`config.mk`:
```
export PLATFORM = sky130hd
export DESIGN_NAME = hazard_tracker
export DESIGN_NICKNAME = d
export VERILOG_FILES = /design/src/rtl/hazard_pkg.sv /design/src/rtl/hazard_mdu_timer.sv /design/src/rtl/hazard_tracker.sv
export SDC_FILE = /design/constraint.sdc
export NUM_CORES = 1
export LEC_CHECK = 0
export CAP_MARGIN = 20
export CORE_MARGIN = 4
export CORE_UTILIZATION = 30
export DETAILED_ROUTE_END_ITERATION = 6
export HOLD_SLACK_MARGIN = 0.02
export MAX_ROUTING_LAYER = met4
export SYNTH_ARGS = -nofsm -noshare
export SYNTH_HDL_FRONTEND = slang
export SYNTH_SLANG_ARGS = --single-unit
export TNS_END_PERCENT = 50
```
`constraint.sdc`:
```
create_clock -name clk -period 5 [get_ports clk]
set_input_delay 1 -clock clk [delete_from_list [all_inputs] [get_ports clk]]
set_output_delay 1 -clock clk [all_outputs]
set_load 0.01 [all_outputs]
```
`src/rtl/hazard_pkg.sv`:
```
// Shared types and defaults for the hazard tracker: tracker entry layout,
// default MDU latencies and the saturating tnew decrement.
package hazard_pkg;

    localparam int TNEW_W       = 3;
    localparam int MULT_CYC_DEF = 5;
    localparam int DIV_CYC_DEF  = 10;

    typedef struct packed {
        logic              valid;
        logic [4:0]        addr;
        logic [TNEW_W-1:0] tnew;
    } trk_entry_t;

    function automatic logic [TNEW_W-1:0] decTnew(input logic [TNEW_W-1:0] t);
        return (t == '0) ? '0 : t - 1'b1;
    endfunction

endpackage

```
`src/rtl/hazard_mdu_timer.sv`:
```
// Self-timed HI/LO busy window: a mult/div accepted at D raises busy in E and
// keeps it up for the selected latency afterwards.
module hazard_mdu_timer
    import hazard_pkg::*;
#(
    parameter int MULT_CYC = MULT_CYC_DEF,
    parameter int DIV_CYC  = DIV_CYC_DEF
) (
    input  logic clk,
    input  logic reset,
    input  logic issue,
    input  logic issueDiv,
    output logic mduBusy
);

    localparam int MAXC = (DIV_CYC > MULT_CYC) ? DIV_CYC : MULT_CYC;
    localparam int CW   = $clog2(MAXC + 1);

    logic          startE;
    logic          divE;
    logic [CW-1:0] cnt;

    // The count starts once the op sits in E, so busy spans 1+latency cycles.
    always_ff @(posedge clk or negedge reset) begin
        if (!reset) begin
            startE <= 1'b0;
            divE   <= 1'b0;
            cnt    <= '0;
        end else begin
            startE <= issue;
            divE   <= issueDiv;
            if (startE) begin
                cnt <= divE ? CW'(DIV_CYC) : CW'(MULT_CYC);
            end else if (cnt != '0) begin
                cnt <= cnt - 1'b1;
            end
        end
    end

    assign mduBusy = startE | (cnt != '0);

endmodule

```
`src/rtl/hazard_tracker.sv`:
```
// D-stage hazard controller: ages in-flight writers, raises stall and picks forward stages.
// Optional HI/LO busy tracking is enabled with the HAZARD_MDU_EN macro.
module hazard_tracker
    import hazard_pkg::*;
#(
    parameter int NSTAGE   = 3,
    parameter int NREAD    = 2,
    parameter int TW       = TNEW_W,
    parameter int MULT_CYC = MULT_CYC_DEF,
    parameter int DIV_CYC  = DIV_CYC_DEF
) (
    input  logic                                 clk,
    input  logic                                 reset,
    input  logic [NREAD-1:0]                     rd_en,
    input  logic [5*NREAD-1:0]                   rd_addr,
    input  logic [TW*NREAD-1:0]                  t_use,
    input  logic                                 wr_en,
    input  logic [4:0]                           wr_addr,
    input  logic [TW-1:0]                        t_new,
    input  logic                                 md_start,
    input  logic                                 md_div,
    input  logic                                 md_use,
    input  logic                                 flush,
    output logic                                 stall,
    output logic [$clog2(NSTAGE+1)*NREAD-1:0]    fwd_sel,
    output logic                                 mdu_busy
);

    localparam int SW = $clog2(NSTAGE + 1);

    trk_entry_t entries [NSTAGE];
    logic       dataStall;

    // Shift register of writers; a stalled D injects a bubble while older entries keep aging.
    always_ff @(posedge clk or negedge reset) begin
        if (!reset) begin
            for (int i = 0; i < NSTAGE; i++) entries[i] <= '0;
        end else if (flush) begin
            for (int i = 0; i < NSTAGE; i++) entries[i] <= '0;
        end else begin
            if (stall) begin
                entries[0] <= '0;
            end else begin
                entries[0].valid <= wr_en && (wr_addr != 5'd0);
                entries[0].addr  <= wr_addr;
                entries[0].tnew  <= TNEW_W'(t_new);
            end
            for (int i = 1; i < NSTAGE; i++) begin
                entries[i].valid <= entries[i-1].valid;
                entries[i].addr  <= entries[i-1].addr;
                entries[i].tnew  <= decTnew(entries[i-1].tnew);
            end
        end
    end

    // Scanning old-to-young lets the youngest match overwrite older ones.
    always_comb begin
        logic              hit;
        logic [TNEW_W-1:0] hitT;
        int                hitIdx;
        hit       = 1'b0;
        hitT      = '0;
        hitIdx    = 0;
        dataStall = 1'b0;
        fwd_sel   = '0;
        for (int r = 0; r < NREAD; r++) begin
            hit    = 1'b0;
            hitT   = '0;
            hitIdx = 0;
            for (int i = NSTAGE - 1; i >= 0; i--) begin
                if (rd_en[r] && (rd_addr[5*r +: 5] != 5'd0) && entries[i].valid &&
                    (entries[i].addr == rd_addr[5*r +: 5])) begin
                    hit    = 1'b1;
                    hitT   = entries[i].tnew;
                    hitIdx = i;
                end
            end
            if (hit && (TNEW_W'(t_use[TW*r +: TW]) < hitT)) dataStall = 1'b1;
            if (hit && (hitT == '0)) fwd_sel[SW*r +: SW] = SW'(hitIdx + 1);
        end
    end

`ifdef HAZARD_MDU_EN
    logic mduBusyInt;

    hazard_mdu_timer #(
        .MULT_CYC(MULT_CYC),
        .DIV_CYC (DIV_CYC)
    ) mduTimer (
        .clk     (clk),
        .reset   (reset),
        .issue   (md_start && !stall && !flush),
        .issueDiv(md_div),
        .mduBusy (mduBusyInt)
    );

    assign mdu_busy = mduBusyInt;
    assign stall    = dataStall | (md_use & mduBusyInt);
`else
    logic unusedMd;
    localparam int unusedLat = MULT_CYC + DIV_CYC;

    assign unusedMd = ^{md_start, md_div, md_use};
    assign mdu_busy = 1'b0;
    assign stall    = dataStall;
`endif

endmodule

```
After elaboration in Yosys (flattened, before gate mapping)
Cells that the tools add are included.
{ "word_totals": {"ff_bits": 27, "latchBits": 0, "mem_bits_rw": 0, "rom_bits": 0, "in_bits": 33, "out_inout_bits": 6, "word_cells": 73, "n_memories": 0} }
{ "classes": {"add_sub_neg": 4, "n_mul": 0, "div": 0, "order_cmp": 2, "n_eq_ne": 6, "n_shift": 0, "n_mux": 26, "bitwise_logic": 0, "n_reduce_logical": 26} }
{ "ops": {"columns": ["op", "n"], "rows": [
  ["== test 5 bit", 6],
  ["two-way mux 27 bit", 1],
  ["two-way mux 3 bit", 8],
  ["logical AND 1 bit", 19],
  ["two-way mux 2 bit", 8],
  ["nonzero test 5 bit", 3],
  ["logical NOT 3 bit", 4],
  ["two-way mux 9 bit", 1],
  ["two-way mux 1 bit", 8],
  ["< comparator 3 bit", 2],
  ["subtractor 3 x 1 -> 3 bit (second input constant)", 2],
  ["adder 2 bit (second input constant)", 2]
]} }

Depth between registers and ports, before layout
Gate-level depths: netlist of the first run.
{ "depth": {"word_depth": 13, "depth_mapped": 13, "depth_no_buf": 11} }

Least setup slack after synthesis of the first run
Ideal clock, no wire load.
{ "synth_path": {"path_type": "input-to-output", "from": "in rd_addr[6]", "to": "out stall", "t_arrival_ns": 3.603, "required_time_ns": 4.000, "setup_slack_ns": 0.397, "cell_stages": 12, "path_buffers": 1, "path_cell_list": "or4_1 -> o21ai_1 -> or3_1 -> buf_2 -> nand3_1 -> a31oi_1 -> inv_1 -> ha_1 -> a211o_1 -> a31o_2 -> a211oi_4 -> or3_1"} }
{ "synth_via": {"elab_chain_cells": 10, "word_cells_on_any_way": 20, "classes_between": "1 x order compare; 3 x eq/ne; 7 x mux; 9 x reduce/logical"} }
{ "synth_rtl": {"columns": ["item", "line_no", "text"], "rows": [
  ["start: declaration", "hazard_tracker.sv:15", "input logic [5*NREAD-1:0] rd_addr,"],
  ["nonzero test 5 bit", "hazard_tracker.sv:71", "if (rd_en[r] && (rd_addr[5*r +: 5] != 5'd0) && entries[i].valid &&"],
  ["logical AND 1 bit (3 in a row)", "hazard_tracker.sv:71", null],
  ["two-way mux 3 bit (3 in a row)", "hazard_tracker.sv:71", null],
  ["< comparator 3 bit", "hazard_tracker.sv:78", "if (hit && (TNEW_W'(t_use[TW*r +: TW]) < hitT)) dataStall = 1'b1;"],
  ["logical AND 1 bit (*)", "hazard_tracker.sv:78", null],
  ["two-way mux 1 bit (*)", "hazard_tracker.sv:78", null],
  ["end: declaration", "hazard_tracker.sv:24", "output logic stall,"]
]} }
Mark *: on every way between the ends. The rest lies on a longest branch, timed or not.

Worst setup path in the final report of the first run
Ends and elaborated chain as after synthesis.

==> results of run 1 <==
[area by class of cell]
cell class | count | area share (%)
Timing Repair Buffer | 74 | 23.5
Multi-Input combinational cell | 158 | 45.4
Inverter | 10 | 1.37
Tap cell | 75 | 3.43
Clock buffer | 4 | 1.65
Sequential cell | 27 | 24.7
[report_power, final]
group / total [W] / switching [W] / internal (W)
Clock: 0.000121 / 0.0000641 / 0.0000569
Sequential: 0.000237 / 0.0000101 / 0.000227
Combinational: 0.000102 / 0.0000460 / 0.0000555
Total: 0.000460 / 0.000120 / 0.000339
[worst min path at each step]
stage | from | end
final | entries[18] | entries[9]
after global routing | entries[9] | entries[0]
after CTS | entries[9] | entries[0]
after detailed placement | entries[9] | entries[0]
after global placement | entries[26] | entries[17]
after floorplan | entries[9] | entries[0]
[stage by stage]
stage          std cells  setup TNS (ns)  power, W  setup WS, ns
2_1_floorplan        202               0  0.000281         0.397
3_3_place_gp         339          -0.555  0.000334        -0.501
3_5_place_dp         339          -0.638  0.000336        -0.523
4_1_cts              344               0  0.000458       0.00750
5_1_grt              348       -0.000641  0.000484     -0.000641
6_report             348               0  0.000460        0.0938
[routing by layer]
layer  share of wire [%]  wire (um)  vias up  global-route usage (%)
met2                  46       2170       40                    20.6
met1                  48       2290      782                    17.6
met3                 4.9        236        6                    1.32
met5                   0          0        -                       -
met4                 1.5         70        0                    3.91
li1                    -          -      859                       -
[what timing repair did]
item | CTS | global route
gates resized for setup | 28 | 12
endpoints found under the hold margin | 0 | 0
endpoints found under the setup margin | 3 | 4
buffers inserted | 1 | 4
pin swaps | 10 | 10
[cells by family after synthesis]
logic type,Yosys count,synth area share (%)
AND/OR/NAND/NOR,91,29.6
XOR/XNOR,30,14.0
other,1,0.199
buffers and inverters,17,4.26
adder cells (fa/ha/maj),8,5.32
multiplexers,1,0.532
flip-flops,27,35.9
AO/OA/AOI/OAI,27,10.2
[worst max-delay path, delay by kind of cell]
kind                     cells  cell delay [ns]
AND/OR/NAND/NOR              3             0.65
buffers and inverters        5             0.94
XOR/XNOR                     1             0.14
adder cells (fa/ha/maj)      1             0.18
AO/OA/AOI/OAI                5             0.99
[cells in the final DEF (no fill, tap or decap), types with 7 or more instances in the layout]
| cell | Yosys | layout |
|---|---|---|
| a21oi_1 | 8 | 7 |
| buf_4 | 2 | 39 |
| clkdlybuf4s50_1 | 0 | 24 |
| dfrtp_1 | 27 | 27 |
| dlygate4sd2_1 | 0 | 7 |
| inv_1 | 10 | 8 |
| nand2_1 | 13 | 13 |
| nand2b_1 | 8 | 8 |
| nor2_1 | 9 | 9 |
| nor2b_1 | 14 | 14 |
| nor4_1 | 14 | 12 |
| xnor2_1 | 20 | 19 |
| xor2_1 | 10 | 10 |
==> run metrics, run 1 <==
Post-route DRC 0; required time of the critical path 4.00 ns; Period minus WS final 4.91 ns; Layout area overhead 45.4%; area of the multi-input gates 0.00124 mm^2; Final ANT Viol Nets 0; Post-synth EDFFs 0; TritonCTS clock tree built; GR Util All Layers about an eighth; run status complete, no violations; Fill cells about 580; number of clock sinks 27; Final #Nets 315; Clk Latency, worst-skew pair approximately 0.26 ns; register area 676 um^2; Post-Syn Area 0.00188 mm^2; DRC marker count from the first detailed-route iteration 91; Worst path most repeated cell buf_4; Slew Viols, Final 0; Synth Warn # 0; Leak Pwr 1.18 nW; core area approximately 0.006 mm^2; Initial Util 31.4%; R2R setup slack 2.04 ns; Reg clk slew, reported paths 0.09 ns; Worst Setup EP stall; synthesized instance count 202; DIE WIDTH a little under 90 um; Synth async-reset ratio 100%; hold crit path type register to register; Finished Core Util 45.7%; Worst Skew 0.00213 ns; Setup violations, final 0; CP max stage delay about 0.42 ns; critical path class primary input to output pin; Final Cell Area about 0.0027 mm^2; vias per cell 4.85; Crit path arrival time 3.91 ns; WL/cell 13.7 um; port bufs 34; CP Cell Sequence clkdlybuf4s50_1, buf_4, xor2_1, nor4_1, nand4b_1, buf_4, o21ai_1, o22a_1, inv_1, ha_2, a211o_1, a31o_2, a211oi_4, or3_4, buf_6; # rows 28; Register-to-Register Path Depth 12; largest net degree at the start of global routing 28; CTS root buf clkbuf_8; depth of the worst hold-timing path 1; Final period util 98.1%; Most used DFF post-synth dfrtp_1; cell taking the most area after synthesis dfrtp_1; top cells by count, synth dfrtp_1, xnor2_1, nor2b_1, nor4_1, nand2_1; RePlAce Congestion 0.873; register area share after synthesis 35.9%; drt pass-1 iters 4; Worst Hold Margin between 0.5 and 0.6 ns; crit path capture type output pin; max reg flops 27; hold_buf cts 0; Max Freq between 0.2 and 0.25 GHz; crit-path max FO 10; first-pass GRT wire length 7580 um; total gr overflow 0; Antenna Cells 0; Synth top area share between 30 and 40%; CP startpoint kind primary input; initial antenna violation count 0; clock buffer depth 2; worst-path cell with the longest stage delay clkdlybuf4s50_1; Netlist cell types 45; Biggest register entries; largest cells by area after synthesis dfrtp_1, xnor2_1, ha_1; vias in the first global route 1,625; VDD IR max 0.0000992 V; H-Tree Depth 1; max-capacitance violation count 0; Detailed Route WL 4770 um; Ports 39; Worst R2R Start entries[6]; routed vias ~1,700; Rel. slew slack 40.6%; count of state elements after synthesis 27; Die Area roughly 0.0076 mm^2; most frequent cell after synthesis dfrtp_1; cell area power density 168 mW/mm^2; Inserted Clock Buffers 3; registers with the most flip-flops entries (27); Final Hold Violating Endpoints 0; Die Y 87.2 um; Worst-Margin Slew 0.888 ns; Syn Area/Cell slightly above 9 um^2; dpl hpwl approximately 3700 um; syn nets 243; beginning of the critical path rd_addr[6]; placed inst area 0.00253 mm^2; fraction of layout cells with a size suffix above 1 26.4%; worst r2r dst entries[24]
No activity file was read; power rests on OpenSTA's default activity.
==> run 2: changes to the inputs <==
- PLACE_DENSITY: default -> 0.54
==> run 2 against run 1 <==
  * Non-clock buffer count rose by 1
  * Cell count rose by 0.29%
  * First-iteration DRC count fell by 41%
  * Register-to-register slack improved by 0.04 ns
  * Sequential share of layout area rose by 0.33 points
  * Clock-buffer cell count fell by 1
  * Worst hold slack improved by 0.013 ns
  * Global-route usage rose by 1.5 points
  * Cell area fell by 1.3%
  * Via count rose by 0.65%
==> run metrics, run 2 (synthesis gave the netlist of run 1 again) <==
run status complete, no violations; registers with the most flip-flops entries (27); most common cell after layout, fill and taps aside buf_4; vias in the first global route 1,784 (+9.8%); Post-Place Cells 338 (-0.29%); Worst-Margin Slew 0.903 ns (+0.0150 ns); Ports 39 (unchanged); Crit path arrival time 3.95 ns (+0.04 ns); clock buffer depth 2 (unchanged); R2R setup slack 2.08 ns (+0.04 ns); drt pass-1 iters 4 (unchanged); Slew Viols, Final 0 (unchanged); Die Y 87.2 um (unchanged); Finished Core Util 45.1% (-0.61 points); CP startpoint kind primary input; total gr overflow 0 (unchanged); Worst Hold Margin 0.563 ns (+0.0126 ns); Inserted Clock Buffers 3 (unchanged); Most Crowded Layer GR met2; Max Freq 0.202 GHz (-0.86%); GR Util All Layers 14.4% (+1.5 points); port bufs 34 (unchanged); dpl hpwl 3940 um (+5.7%); critical path class primary input to output pin; RePlAce Congestion 0.808 (-7.4%); # rows 28 (unchanged); Final period util 99.0% (+0.86 points); Final ANT Viol Nets 0 (unchanged); TritonCTS clock tree built; max-capacitance violation count 0 (unchanged); Rel. slew slack 39.6% (-1.0 points); Clk Latency, worst-skew pair 0.28 ns (+0.02 ns); most frequent cells in the layout buf_4, dfrtp_1, clkdlybuf4s50_1; Setup violations, final 0 (unchanged); final std cells w/o fill 349 (+0.29%); Antenna Cells 0 (unchanged); Biggest register entries; hold crit path type register to register; max reg flops 27 (unchanged); Final Hold Violating Endpoints 0 (unchanged); Die Area 0.00760 mm^2 (unchanged); Final #Nets 316 (+0.32%); DRC marker count from the first detailed-route iteration 54 (-41%); Leak Pwr 1.21 nW (+3.0%); CTS root buf clkbuf_8; VDD IR max 0.000144 V (+45%); core area 0.00599 mm^2 (unchanged); crit path capture type output pin; cell area power density 173 mW/mm^2 (+2.9%); initial antenna violation count 0 (unchanged); required time of the critical path 4.00 ns (about the same); Fin Setup TNS 0 ns (unchanged); crit-path max FO 5 (-5); unrepaired setup endpoints after global routing yes; first-pass GRT wire length 8420 um (+11%); Post-route DRC 0 (unchanged); M1 GR Usage 19.5% (+2.0 points); fraction of layout cells with a size suffix above 1 23.7% (-2.7 points); Layout area overhead 43.5%; largest net degree at the start of global routing 28 (unchanged); Period minus WS final 4.95 ns (+0.0428 ns); M3 GR Usage 2.37% (+1.0 points); hold_buf cts 0 (unchanged); Initial Util 31.4% (unchanged); DIE WIDTH 87.2 um (unchanged); Detailed Route WL 4900 um (+2.8%); WL/cell 14.0 um (+2.5%); H-Tree Depth 1 (unchanged); vias per cell 4.87 (+0.36%); number of clock sinks 27 (unchanged); Worst Skew 0.00508 ns (+0.00295 ns); routed vias 1,698 (+0.65%); Global Route met2 Usage 23.3% (+2.7 points); Reg clk slew, reported paths 0.10 ns (about the same)
==> run 2: changes by cell type in the layout (fill, tap and decap cells not counted), sizes merged <==
cell	delta
dlymetal6s2s	+2
dlygate4sd2	-3
buf	+1
inv	+1
clkbuf	-1
clkdlybuf4s50	+1
==> run 2: worst paths after layout <==
kind,from,endpoint,depth (start not counted)
min,entries[9],entries[0],1
max in group asynchronous,reset,entries[0],2
min in group asynchronous,reset,entries[24],2
max reg2reg,entries[6],entries[26],14
min reg2reg,entries[9],entries[0],1
max,rd_addr[8],stall,14
==> run 2: metrics by stage <==
stage                     cell area [um^2]  power [W]  setup WS, ns
after floorplan                       1880   0.000281         0.397
after global placement                2530   0.000334        -0.479
after detailed placement              2530   0.000335        -0.499
after CTS                             2650   0.000471       0.00920
after global routing                  2700   0.000493        -0.101
final                                 2700   0.000467        0.0510
==> run 2: final cells by class <==
type / count / area, um^2
Fill cell: 599 / 3290
Multi-Input combinational cell: 158 / 1180
Sequential cell: 27 / 676
Timing Repair Buffer: 75 / 662
Tap cell: 75 / 93.8
Clock buffer: 3 / 41.3
Inverter: 10 / 37.5
Clock inverter: 1 / 8.76
==> run 2: timing repair <==
item | in CTS | in global routing
pin swaps | 6 | 5
endpoints found under the hold margin | 0 | 0
buffers inserted | 3 | 4
gates resized for setup | 19 | 9
endpoints found under the setup margin | 2 | 5
==> run 2: per-layer routing <==
layer | wire length [um] | vias up
li1 | - | 866
met3 | 250 | 2
met4 | 8 | 0
met2 | 2310 | 37
met1 | 2330 | 793
met5 | 0 | -
==> run 2: where the power goes <==
part	switching, W	total [W]	internal, W
Sequential	0.0000107	0.000238	0.000227
Clock	0.0000757	0.000134	0.0000587
Combinational	0.0000430	0.0000945	0.0000515
==> run 2: critical path: stages <==
cell and delay (ns):
clkdlybuf4s50_1 0.42, or4_4 0.51, o21ai_1 0.21, nand4b_1 0.19, buf_6 0.14, buf_4 0.12, o22a_1 0.15, inv_1 0.06
ha_2 0.17, a211o_1 0.28, a31o_2 0.23, a211oi_4 0.21, or3_1 0.17, buf_6 0.11
==> run 3: changes to the inputs <==
- HOLD_SLACK_MARGIN: 0.02 -> default
- PLACE_DENSITY: 0.54 -> 0.55
- SETUP_SLACK_MARGIN: default -> 0.4
- clock period: 5 -> 4 ns (I/O delays scaled with it)
==> run 3 against run 2 <==
  * The flow now finishes with violations (negative setup slack)
  * Die area did not move
  * Sequential cell count unchanged
  * Non-clock buffer count increased by 20
  * Cell count is 5.7% higher
  * Register-to-register slack worse by 1.2 ns
  * Via count grew 9.0%
  * Clock power up 20%
  * Clock-buffer cell count stayed put
  * Core utilization grew 6.8 points
  * Critical endpoint unchanged
==> run metrics, run 3 (synthesis gave the netlist of run 1 again) <==
run status finished with violations; failing checks negative setup slack; Switching Share 28.1% (+0.31 points); vias in the first global route 1,910 (+7.1%); WL/cell 14.8 um (+5.3%); final std cells w/o fill 369 (+5.7%); GR Util All Layers 15.2% (+0.78 points); cell area power density 195 mW/mm^2 (+13%); RePlAce Congestion 0.796 (-1.6%); dpl hpwl 4070 um (+3.4%); Antenna Cells 0 (unchanged); Initial Util 31.4% (unchanged); drt pass-1 iters 4 (unchanged); Comb power frac 23.8% (+3.5 points); Fill cells 545 (-9.0%); CTS root buf clkbuf_8; Post-route DRC 0 (unchanged); cell-internal power 0.000435 W (+29%); TritonCTS clock tree built; top sig layer met4; Ports 39 (unchanged); Worst Slack Setup Final -0.160 ns (-0.211 ns); Final ANT Viol Nets 0 (unchanged); Inserted Clock Buffers 3 (unchanged); Worst-Margin Slew 0.898 ns (-0.00551 ns); DRC marker count from the first detailed-route iteration 81 (+50%); most frequent cells in the layout buf_4, dfrtp_1, clkdlybuf4s50_1; registers with the most flip-flops entries (27); Worst Skew 0.00459 ns (-0.000493 ns); crit path capture type output pin; VDD IR max 0.000139 V (-3.2%); Clock power frac 26.6% (-2.2 points); Die Y 87.2 um (unchanged); hold crit path type register to register; CP startpoint kind primary input; Slew Viols, Final 0 (unchanged); fraction of layout cells with a size suffix above 1 42.2% (+18 points); max reg flops 27 (unchanged); Seq pwr share 49.6% (-1.3 points); Reg clk slew, reported paths 0.10 ns (about the same); Setup violations, final 1 (+1); Final period util 104%; clock buffer depth 2 (unchanged); Biggest register entries; critical path class primary input to output pin; Fin Setup TNS -0.160 ns (-0.160 ns); initial antenna violation count 0 (unchanged); Die Area 0.00760 mm^2 (unchanged); required time of the critical path 3.20 ns (-0.80 ns); Max Freq 0.240 GHz; met2 wire length 2710 um (+17%); Rel. slew slack 40.0% (+0.37 points); Clk Latency, worst-skew pair 0.28 ns (about the same); port bufs 34 (unchanged); DIE WIDTH 87.2 um (unchanged); core area 0.00599 mm^2 (unchanged); Crit path arrival time 3.36 ns (-0.59 ns); crit-path max FO 4 (-1); Final Hold Violating Endpoints 0 (unchanged); Tot Pwr 0.000604 W (+30%); total gr overflow 0 (unchanged); Detailed Route WL 5460 um (+11%); max-capacitance violation count 0 (unchanged); # rows 28 (unchanged); number of clock sinks 27 (unchanged); Final #Nets 336 (+6.3%); largest net degree at the start of global routing 28 (unchanged); first-pass GRT wire length 8800 um (+4.5%); unrepaired setup endpoints after global routing yes; routed vias 1,850 (+9.0%); met3 wire length 176 um (-30%); most common cell after layout, fill and taps aside buf_4; Layout area overhead 65.1%; hold_buf cts 0 (unchanged); Period minus WS final 4.16 ns; Switching Power 0.000170 W (+31%); DRT met1 WL 2460 um (+5.6%); vias per cell 5.01 (+3.0%); Leak Pwr 1.32 nW (+9.1%); Finished Core Util 51.8% (+6.8 points); H-Tree Depth 1 (unchanged); Post-Place Cells 348 (+3.0%)
## run 3: layout make-up
type | count | area [um^2] | share of cell area [%]
Tap cell | 75 | 93.8 | 3.02
Timing Repair Buffer | 95 | 818 | 26.4
Inverter | 10 | 37.5 | 1.21
Multi-Input combinational cell | 158 | 1430 | 46.2
Clock inverter | 1 | 5.00 | 0.161
Clock buffer | 3 | 41.3 | 1.33
Sequential cell | 27 | 676 | 21.8
## run 3: metrics by stage
stage	setup slack [ns]	hold slack [ns]	area [um^2]
3_3_place_gp	-1.06	0.527	2620
3_5_place_dp	-1.10	0.532	2620
4_1_cts	-0.194	0.590	3010
6_report	-0.160	0.592	3100
5_1_grt	-0.284	0.615	3100
2_1_floorplan	-0.144	0.466	1910
## run 3: critical path, stage by stage
cell	delay [ns]
buf_6	0.10
or4_4	0.56
o21ai_4	0.15
or3_4	0.17
nand3_2	0.09
a31oi_4	0.17
inv_1	0.09
ha_4	0.22
a211o_1	0.26
a31o_4	0.22
a211oi_4	0.26
or3_4	0.17
buf_6	0.09
## run 3: what timing repair did
item                       4_1_cts  5_1_grt
gates resized for setup        111       17
gates cloned                     0        0
pin swaps                       37       27
buffers inserted                14        3
setup endpoints to repair       14        5
## run 3: path summary, 6_finish.rpt
check	start	end	slack, ns	cells after the start
min	entries[24]	entries[15]	0.59	1
max in group asynchronous	reset	entries[11]	2.85	2
max	rd_addr[7]	stall	-0.16	13
max reg2reg	entries[23]	entries[20]	0.84	16
min in group asynchronous	reset	entries[23]	0.88	2
min reg2reg	entries[24]	entries[15]	0.59	1
## run 3: power groups by stage
stage	clock [W]	sequential [W]	combinational, W
2_1_floorplan	0	0.000298	0.0000540
3_3_place_gp	0	0.000303	0.000121
3_5_place_dp	0	0.000303	0.000122
4_1_cts	0.000162	0.000300	0.000141
5_1_grt	0.000175	0.000302	0.000158
6_report	0.000161	0.000300	0.000144
## run 3: per-layer routing
layer,GRT usage (%),vias to the layer above
met2,25.2,35
met3,1.80,9
met5,-,-
met1,19.8,906
li1,-,900
met4,3.91,0
